## src/rtl/fpga_conf_ctrl.sv

```systemverilog
// fpga_conf_ctrl: SPI-fed configuration controller with guarded major-mode switching
//   pck0       in   sole clock
//   nrst       in   async active-low reset, deassertion synchronized to pck0
//   spck/ncs/mosi in SPI from the ARM (asynchronous)
//   miso       out  readback {4'b1001, 3'b000, busy, conf_word}, MSB first
//   conf_word  out  active configuration, [7:5] = major mode
//   divisor    out  active LF clock divisor
//   busy       out  major-mode switch in progress
//   cmd_strobe out  one-cycle pulse per valid 16-bit frame
//   frame_err  out  one-cycle pulse per frame with wrong bit count
module fpga_conf_ctrl #(
    parameter int          GUARD_CYCLES = 64,
    parameter logic [7:0]  DIV_RESET    = 8'd95
) (
    input  logic       pck0,
    input  logic       nrst,
    input  logic       spck,
    input  logic       ncs,
    input  logic       mosi,
    output logic       miso,
    output logic [7:0] conf_word,
    output logic [7:0] divisor,
    output logic       busy,
    output logic       cmd_strobe,
    output logic       frame_err
);
    typedef enum logic {IDLE, QUIESCE} state_e;

    localparam logic [7:0] OFF_CONF = 8'hE0;
    localparam logic [7:0] GUARD_LD = 8'(GUARD_CYCLES - 1);

    logic [1:0]  rst_q;
    logic        rst_n;
    logic [2:0]  spck_q, ncs_q;
    logic [1:0]  mosi_q;
    logic        spck_rise, spck_fall, ncs_rise, ncs_fall;
    logic        act_q, act_d;
    logic [15:0] shift_q, shift_d;
    logic [4:0]  cnt_q, cnt_d;
    logic [15:0] rb_q, rb_d;
    logic        miso_q, miso_d;
    logic        end_ok, end_bad, wr_conf, wr_div;
    logic [7:0]  new_v;
    state_e      state_q, state_d;
    logic [7:0]  conf_q, conf_d, pend_q, pend_d, div_q, div_d, guard_q, guard_d;
    logic        busy_q, strobe_q, err_q;

    // Reset asserts asynchronously, releases two pck0 edges later.
    always_ff @(posedge pck0 or negedge nrst) begin
        if (!nrst) rst_q <= 2'b00;
        else       rst_q <= {rst_q[0], 1'b1};
    end
    assign rst_n = rst_q[1];

    // ncs chain resets to 0 so a frame already under way at release is
    // ignored until the next genuine falling edge.
    always_ff @(posedge pck0 or negedge rst_n) begin
        if (!rst_n) begin
            spck_q <= 3'b000;
            ncs_q  <= 3'b000;
            mosi_q <= 2'b00;
        end else begin
            spck_q <= {spck_q[1:0], spck};
            ncs_q  <= {ncs_q[1:0], ncs};
            mosi_q <= {mosi_q[0], mosi};
        end
    end

    assign spck_rise = spck_q[1] & ~spck_q[2];
    assign spck_fall = ~spck_q[1] & spck_q[2];
    assign ncs_rise  = ncs_q[1] & ~ncs_q[2];
    assign ncs_fall  = ~ncs_q[1] & ncs_q[2];

    always_comb begin
        act_d   = act_q;
        shift_d = shift_q;
        cnt_d   = cnt_q;
        rb_d    = rb_q;
        if (ncs_fall) begin
            act_d   = 1'b1;
            shift_d = 16'h0000;
            cnt_d   = 5'd0;
            rb_d    = {4'b1001, 3'b000, busy_q, conf_q};
        end else if (act_q && ncs_rise) begin
            act_d = 1'b0;
        end else if (act_q) begin
            if (spck_rise) begin
                shift_d = {shift_q[14:0], mosi_q[1]};
                cnt_d   = (cnt_q == 5'd17) ? cnt_q : cnt_q + 5'd1;
            end
            if (spck_fall) rb_d = {rb_q[14:0], 1'b0};
        end
        miso_d = act_d ? rb_d[15] : 1'b0;
    end

    assign end_ok  = act_q & ncs_rise & (cnt_q == 5'd16);
    assign end_bad = act_q & ncs_rise & (cnt_q != 5'd16);
    assign wr_conf = end_ok & (shift_q[15:12] == 4'b0001);
    assign wr_div  = end_ok & (shift_q[15:12] == 4'b0010);
    assign new_v   = shift_q[7:0];

    always_ff @(posedge pck0 or negedge rst_n) begin
        if (!rst_n) state_q <= IDLE;
        else        state_q <= state_d;
    end

    // Mode 111 is already "everything off", so it never needs a guard interval.
    always_comb begin
        state_d = state_q;
        if (state_q == IDLE)
            state_d = (wr_conf && new_v[7:5] != conf_q[7:5] && new_v[7:5] != 3'b111) ? QUIESCE : IDLE;
        else if (wr_conf)
            state_d = (new_v[7:5] == 3'b111) ? IDLE : QUIESCE;
        else
            state_d = (guard_q == 8'd0) ? IDLE : QUIESCE;
    end

    // A conf write during QUIESCE takes priority over guard expiry.
    always_comb begin
        conf_d  = conf_q;
        pend_d  = pend_q;
        guard_d = guard_q;
        div_d   = wr_div ? new_v : div_q;
        if (state_q == IDLE) begin
            if (wr_conf && state_d == QUIESCE) begin
                pend_d  = new_v;
                conf_d  = OFF_CONF;
                guard_d = GUARD_LD;
            end else if (wr_conf) begin
                conf_d = new_v;
            end
        end else if (wr_conf) begin
            pend_d  = new_v;
            guard_d = GUARD_LD;
            conf_d  = (state_d == IDLE) ? new_v : conf_q;
        end else if (guard_q == 8'd0) begin
            conf_d = pend_q;
        end else begin
            guard_d = guard_q - 8'd1;
        end
    end

    always_ff @(posedge pck0 or negedge rst_n) begin
        if (!rst_n) begin
            act_q    <= 1'b0;
            shift_q  <= 16'h0000;
            cnt_q    <= 5'd0;
            rb_q     <= 16'h0000;
            miso_q   <= 1'b0;
            conf_q   <= OFF_CONF;
            pend_q   <= 8'h00;
            div_q    <= DIV_RESET;
            guard_q  <= 8'd0;
            busy_q   <= 1'b0;
            strobe_q <= 1'b0;
            err_q    <= 1'b0;
        end else begin
            act_q    <= act_d;
            shift_q  <= shift_d;
            cnt_q    <= cnt_d;
            rb_q     <= rb_d;
            miso_q   <= miso_d;
            conf_q   <= conf_d;
            pend_q   <= pend_d;
            div_q    <= div_d;
            guard_q  <= guard_d;
            busy_q   <= (state_d == QUIESCE);
            strobe_q <= end_ok;
            err_q    <= end_bad;
        end
    end

    assign miso       = miso_q;
    assign conf_word  = conf_q;
    assign divisor    = div_q;
    assign busy       = busy_q;
    assign cmd_strobe = strobe_q;
    assign frame_err  = err_q;
endmodule

```

## config.mk

```make
export PLATFORM = sky130hd
export DESIGN_NAME = fpga_conf_ctrl
export DESIGN_NICKNAME = d
export VERILOG_FILES = /design/src/rtl/fpga_conf_ctrl.sv
export SDC_FILE = /design/constraint.sdc
export NUM_CORES = 1
export LEC_CHECK = 0
export ABC_AREA = 1
export ABC_CLOCK_PERIOD_IN_PS = 5300
export CORE_ASPECT_RATIO = 0.5
export CORE_MARGIN = 2
export CORE_UTILIZATION = 60
export DETAILED_ROUTE_END_ITERATION = 7
export PLACE_DENSITY = 0.92
export RECOVER_POWER = 25
export SKIP_CTS_REPAIR_TIMING = 1
export SLEW_MARGIN = 10
export SYNTH_ARGS = -nofsm -noshare
export SYNTH_HDL_FRONTEND = slang
export SYNTH_SLANG_ARGS = --single-unit
```

## constraint.sdc

```tcl
create_clock -name pck0 -period 5.3 [get_ports pck0]
set_clock_uncertainty 0.2 [all_clocks]
set_input_delay 0.53 -clock pck0 [delete_from_list [all_inputs] [get_ports pck0]]
set_output_delay 0.53 -clock pck0 [all_outputs]
set_load 0.01 [all_outputs]
```

==> results.cfg, run 1 <==
[run_status]
status = complete, but fails checks
violations = capacitance limit, slew limit

[yosys]
synthesis.area_mm2 = 0.00375
async_flop_share_pct = 100
ys_warn_count = 0
syn_inst = 409
synth_top_area_share_pct = 50.1
synthFlopType = dfrtp_1
synth-seq-cells = 84
ys_types = 38
yosysSeqAreaShare_pct = 56.4
synth_nets = 419
synth_edf_count = 0
avgSynthCellArea_um2 = 9.16
yosys.area.top_type = dfrtp_1
ys_top_cells_by_area = dfrtp_1, nand2_1, inv_1

[floorplan]
rows = 20
die_w_um = 116
dieHeight_um = 59.9
io_pins = 25
start_util_pct = 61.9
core_region_area_mm2 = 0.00606
design.die.area_mm2 = 0.00693

[grt]
track_usage_pct = 24.9
grt_pass1_wl_um = 12600
overflow = 0
grt_pass1_vias = 2644
grt_max_degree = 83
antenna_found_initial = 0

[setup_path]
cp-end-kind = async pin
crit_fanout = 82
regToRegSetupSlack_ps = 2050
crit_arrival_ps = 2820
required_ps = 4870
cp-startpoint = rst_q[1]
r2r_start = rst_q[1]
critPathKind = flip-flop to async pin
cp-start-kind = flip-flop

[finish]
drive_gt1_share_pct = 11.4
mostFrequentLayoutCells = nand2_1, dfrtp_1, inv_1
synthToLayoutAreaGrowth_pct = 16.5
final_nets = 445
final_util_pct = 72.0
n_antenna_cell = 0
layout_commonest_cell = nand2_1
nFillCells = 428
design_area_mm2 = 0.00436

[pwr]
intPower_mw = 1.12
seq_power_share_pct = 47.6
power_density_mw_per_mm2 = 338
switchingPower_mw = 0.360
clkPwrFrac_pct = 45.8
switching_share_pct = 24.4
ir_drop_mv = 0.239
comb_power_share_pct = 6.6
p_leak_nw = 2.16

[cts]
numCtsBuffers = 9
cts_tree = yes
clk_pin_slew_ps = 60
cts_sinks = 84
htree_num_levels = 3
clk_latency_ps = 340
cts_max_path_buffers = 2
clockRootBuffer = clkbuf_16

[placed_design]
pre_cts_slack_ps = 2920
placed_area_mm2 = 0.00405
place.gp.congestion = 0.825
portBuffers = 24
dp_hpwl_um = 5110

[timing]
period_minus_slack_ps = 3250
slew_headroom_pct = -105
tightest_slew_ps = 3080
setup_slack_ps = 2050
hold_viol = 0
fin_crit_sh_pct = 61.3
fmax_mhz = 308
slew_violations = 83
final-setup-viol-count = 0
holdWs_ps = 147
rsz0062_at_grt = no
setup_tns_ps = 0

[drt]
wirelength_um = 7680
vias = 2868
drt-vias-per-instance = 5.43
drt_first_pass_iters = 5
drc = 0
routedWlPerCell_um = 14.5
ant_nets = 0
drtIter0Drc = 329

[job]
max-cap-violations = 1

[hold_path]
hold_class = flip-flop to flip-flop
min_from = spck_q[0]
-- final timing paths --
check                             end  cells after the start
min                         spck_q[1]                      0
min in group asynchronous    rst_q[1]                      1
max reg2reg                  rb_q[12]                      0
min reg2reg                 spck_q[1]                      0
max                          rb_q[12]                      0
max in group pck0          shift_q[5]                      9
-- sequential cells by signal, summed over array words and instances (netlist names) --
signal	count
rb_q	16
shift_q	16
conf_word	8
divisor	8
guard_q	8
pend_q	8
cnt_q	5
ncs_q	3
spck_q	3
mosi_q	2
rst_q	2
act_q	1
busy	1
cmd_strobe	1
frame_err	1
miso	1
-- cells in the mapped netlist (2+ instances only) --
cell type / instances
o21ai_2: 8
o31ai_1: 2
nand2_2: 6
o21ai_0: 26
dfstp_2: 9
xnor2_1: 2
dfrtp_1: 75
a22oi_1: 6
inv_1: 65
o21ai_1: 5
o221ai_1: 3
xor2_1: 4
nand2_1: 77
clkbuf_1: 6
nor3_1: 12
nor2_1: 32
o22ai_1: 5
inv_2: 4
nand4_1: 2
ha_1: 5
a21oi_1: 23
buf_6: 3
a31oi_1: 3
nand3_1: 12
-- cell families (layout without fill, tap and decap cells) --
| logic type | count (synthesis) | after routing | share of synthesized area, % |
|---|---|---|---|
| fa+ha+maj | 5 | 5 | 1.67 |
| flops | 84 | 84 | 56.4 |
| simple gates | 149 | 149 | 17.8 |
| other cells | 1 | 1 | 0.100 |
| compound gates | 85 | 85 | 14.1 |
| buf+inv | 79 | 110 | 8.55 |
| xor+xnor | 6 | 6 | 1.40 |
-- power groups by stage --
stage,logic [mW],registers (mW),clock network (mW)
floorplan,0.0665,0.705,0
global placement,0.0877,0.713,0
detailed placement,0.0946,0.715,0
CTS,0.0974,0.704,0.681
global route,0.111,0.708,0.715
finish,0.0968,0.703,0.676
-- area by class of cell --
class | count | area, um2 | area share, %
Tap cell | 88 | 110 | 2.52
Timing Repair Buffer | 25 | 248 | 5.68
Clock buffer | 9 | 225 | 5.16
Inverter | 69 | 259 | 5.94
Clock inverter | 7 | 100 | 2.29
Sequential cell | 84 | 2110 | 48.4
Multi-Input combinational cell | 246 | 1310 | 30.0
-- routing by layer --
metal  part of all wire, %  wire, um  global-route usage (%)  vias up
met5                     0         0                       0        -
met4                   2.6       196                    10.5        0
met3                   5.7       441                    8.01       21
met2                    47      3650                    39.2       87
met1                    44      3390                    32.5     1394
li1                      -         -                       -     1366
-- stage by stage --
step / total power, mW / instances
after global placement: 0.801 / 512
after floorplan: 0.772 / 409
after global routing: 1.53 / 528
after CTS: 1.48 / 528
after detailed placement: 0.809 / 512
final: 1.48 / 528
(Power assumes the default switching activity.)
==> run 2: changes to the inputs <==
Settings changed: ABC_CLOCK_PERIOD_IN_PS 5300 to 3110, CORE_UTILIZATION 60 to 58, PLACE_DENSITY 0.92 to 0.9.
Clock period 5.3 ns to 3.11 ns, I/O delays scaled along.
==> run 2 against run 1 <==
Against the previous run:
- the run still ends with capacitance limit, slew limit left
- setup slack lost 1400 ps
- sequential share of layout area increased by 0.55 points
- fmax is 31% higher
- via count fell by 1.9%
- count of clock-buffer cells in the layout increased by 3
- combinational power up 63%
- routed wire length shrank 6.7%
- global-route usage decreased by 3.1 points
- clock power increased by 43%
- largest power group unchanged
==> results.cfg, run 2 (same netlist as run 1, synthesis figures left out) <==
[timing]
rsz0062_at_grt = no
setup_tns_ps = 0
setup_slack_ps = 629
fmax_mhz = 403
hold_viol = 0
final-setup-viol-count = 0
slew_headroom_pct = -12.0
period_minus_slack_ps = 2480
slew_violations = 83
fin_crit_sh_pct = 79.8
tightest_slew_ps = 1680

[cts]
clockRootBuffer = clkbuf_16
htree_num_levels = 3
clk_pin_slew_ps = 60
numCtsBuffers = 9
cts_max_path_buffers = 2
cts_sinks = 84
clk_latency_ps = 340
cts_tree = yes

[grt]
use_met3_pct = 6.48
grt.met1_usage_pct = 28.8
grt_pass1_vias = 2530
grtUsageMet2_pct = 35.1
antenna_found_initial = 0
top_usage_layer = met2
track_usage_pct = 21.7
overflow = 0
grt_pass1_wl_um = 12000
grt_max_degree = 83

[floorplan]
design.die.area_mm2 = 0.00716
core_region_area_mm2 = 0.00616
die_w_um = 118
rows = 20
start_util_pct = 60.9
dieHeight_um = 60.8
io_pins = 25

[placed_design]
dp_hpwl_um = 4920
place.gp.congestion = 0.903
placed_area_mm2 = 0.00405
pre_cts_slack_ps = 930
portBuffers = 24

[finish]
design_area_mm2 = 0.00432
layout_commonest_cell = nand2_1
final_nets = 446
nFillCells = 438
mostFrequentLayoutCells = nand2_1, dfrtp_1, inv_1
top_regs = rb_q (16), shift_q (16)
n_antenna_cell = 0
synthToLayoutAreaGrowth_pct = 15.2
drive_gt1_share_pct = 10.9

[run_status]
status = complete, but fails checks
violations = capacitance limit, slew limit

[setup_path]
cp-end-kind = flip-flop
crit_arrival_ps = 2470
critPathKind = flip-flop to flip-flop
required_ps = 3100
cp-start-kind = flip-flop
crit_fanout = 21

[drt]
wirelength_um = 7160
ant_nets = 0
routedWlPerCell_um = 13.5
drc = 0
drt_first_pass_iters = 5
vias = 2814
drtIter0Drc = 228
drt-vias-per-instance = 5.32

[pwr]
power.total_mw = 2.32
ir_drop_mv = 0.349
p_leak_nw = 2.13
power_density_mw_per_mm2 = 538

[hold_path]
hold_class = flip-flop to flip-flop

[job]
max-cap-violations = 1
## run 2: cell count changes in the layout (fill, tap and decap cells not counted), moves of 2 or more
cell,previous run,this run
clkinvlp_4,0,2
bufinv_16,2,0
clkbuf_1,0,3
clkinv_4,3,0
## run 2: per-stage QoR
step / hold WS, ps / util [%] / cells
floorplan: -185 / - / 409
global placement: 134 / 65.7 / 512
detailed placement: 136 / 65.7 / 512
CTS: -73.9 / 70.1 / 528
global route: 153 / 70.1 / 529
finish: 147 / 70.1 / 529
## run 2: worst paths after layout
check                      startpoint    endpoint  slack (ps)  cells past startpoint
setup / recovery             ncs_q[1]     rb_q[6]         630                      5
hold / removal               ncs_q[0]    ncs_q[1]         150                      0
setup reg to reg             ncs_q[1]     rb_q[6]         630                      5
hold reg to reg              ncs_q[0]    ncs_q[1]         150                      0
max in group asynchronous    rst_q[1]    rb_q[10]        1170                      0
min in group asynchronous    rst_q[1]  guard_q[1]         530                      0
## run 2: power breakdown
part / switching, mW / total (mW) / internal [mW]
Combinational: 0.107 / 0.158 / 0.0515
Clock: 0.406 / 0.966 / 0.560
Sequential: 0.0568 / 1.20 / 1.14
Total: 0.570 / 2.32 / 1.75
## run 2: layout make-up
class                   instances  area [um2]  area share, %
inverters                      69         259           6.00
clock buffers                  12         246           5.71
repair buffers                 26         254           5.88
clock inverters                 4        25.0          0.580
well taps                      88         110           2.55
multi-input cells             246        1310           30.3
flip-flops and latches         84        2110           49.0
## run 2: worst max-delay path, stage by stage, from the launching register on
cell      delay (ps)
dfrtp_1          400
nor2_1           140
clkbuf_1         770
nor2_1           420
inv_1            280
o221ai_1         140
## run 2: layer usage
metal  vias to the layer above  wire (um)
met1                      1344       3290
met4                         0        119
met5                         -          0
li1                       1369          -
met2                        85       3280
met3                        16        476
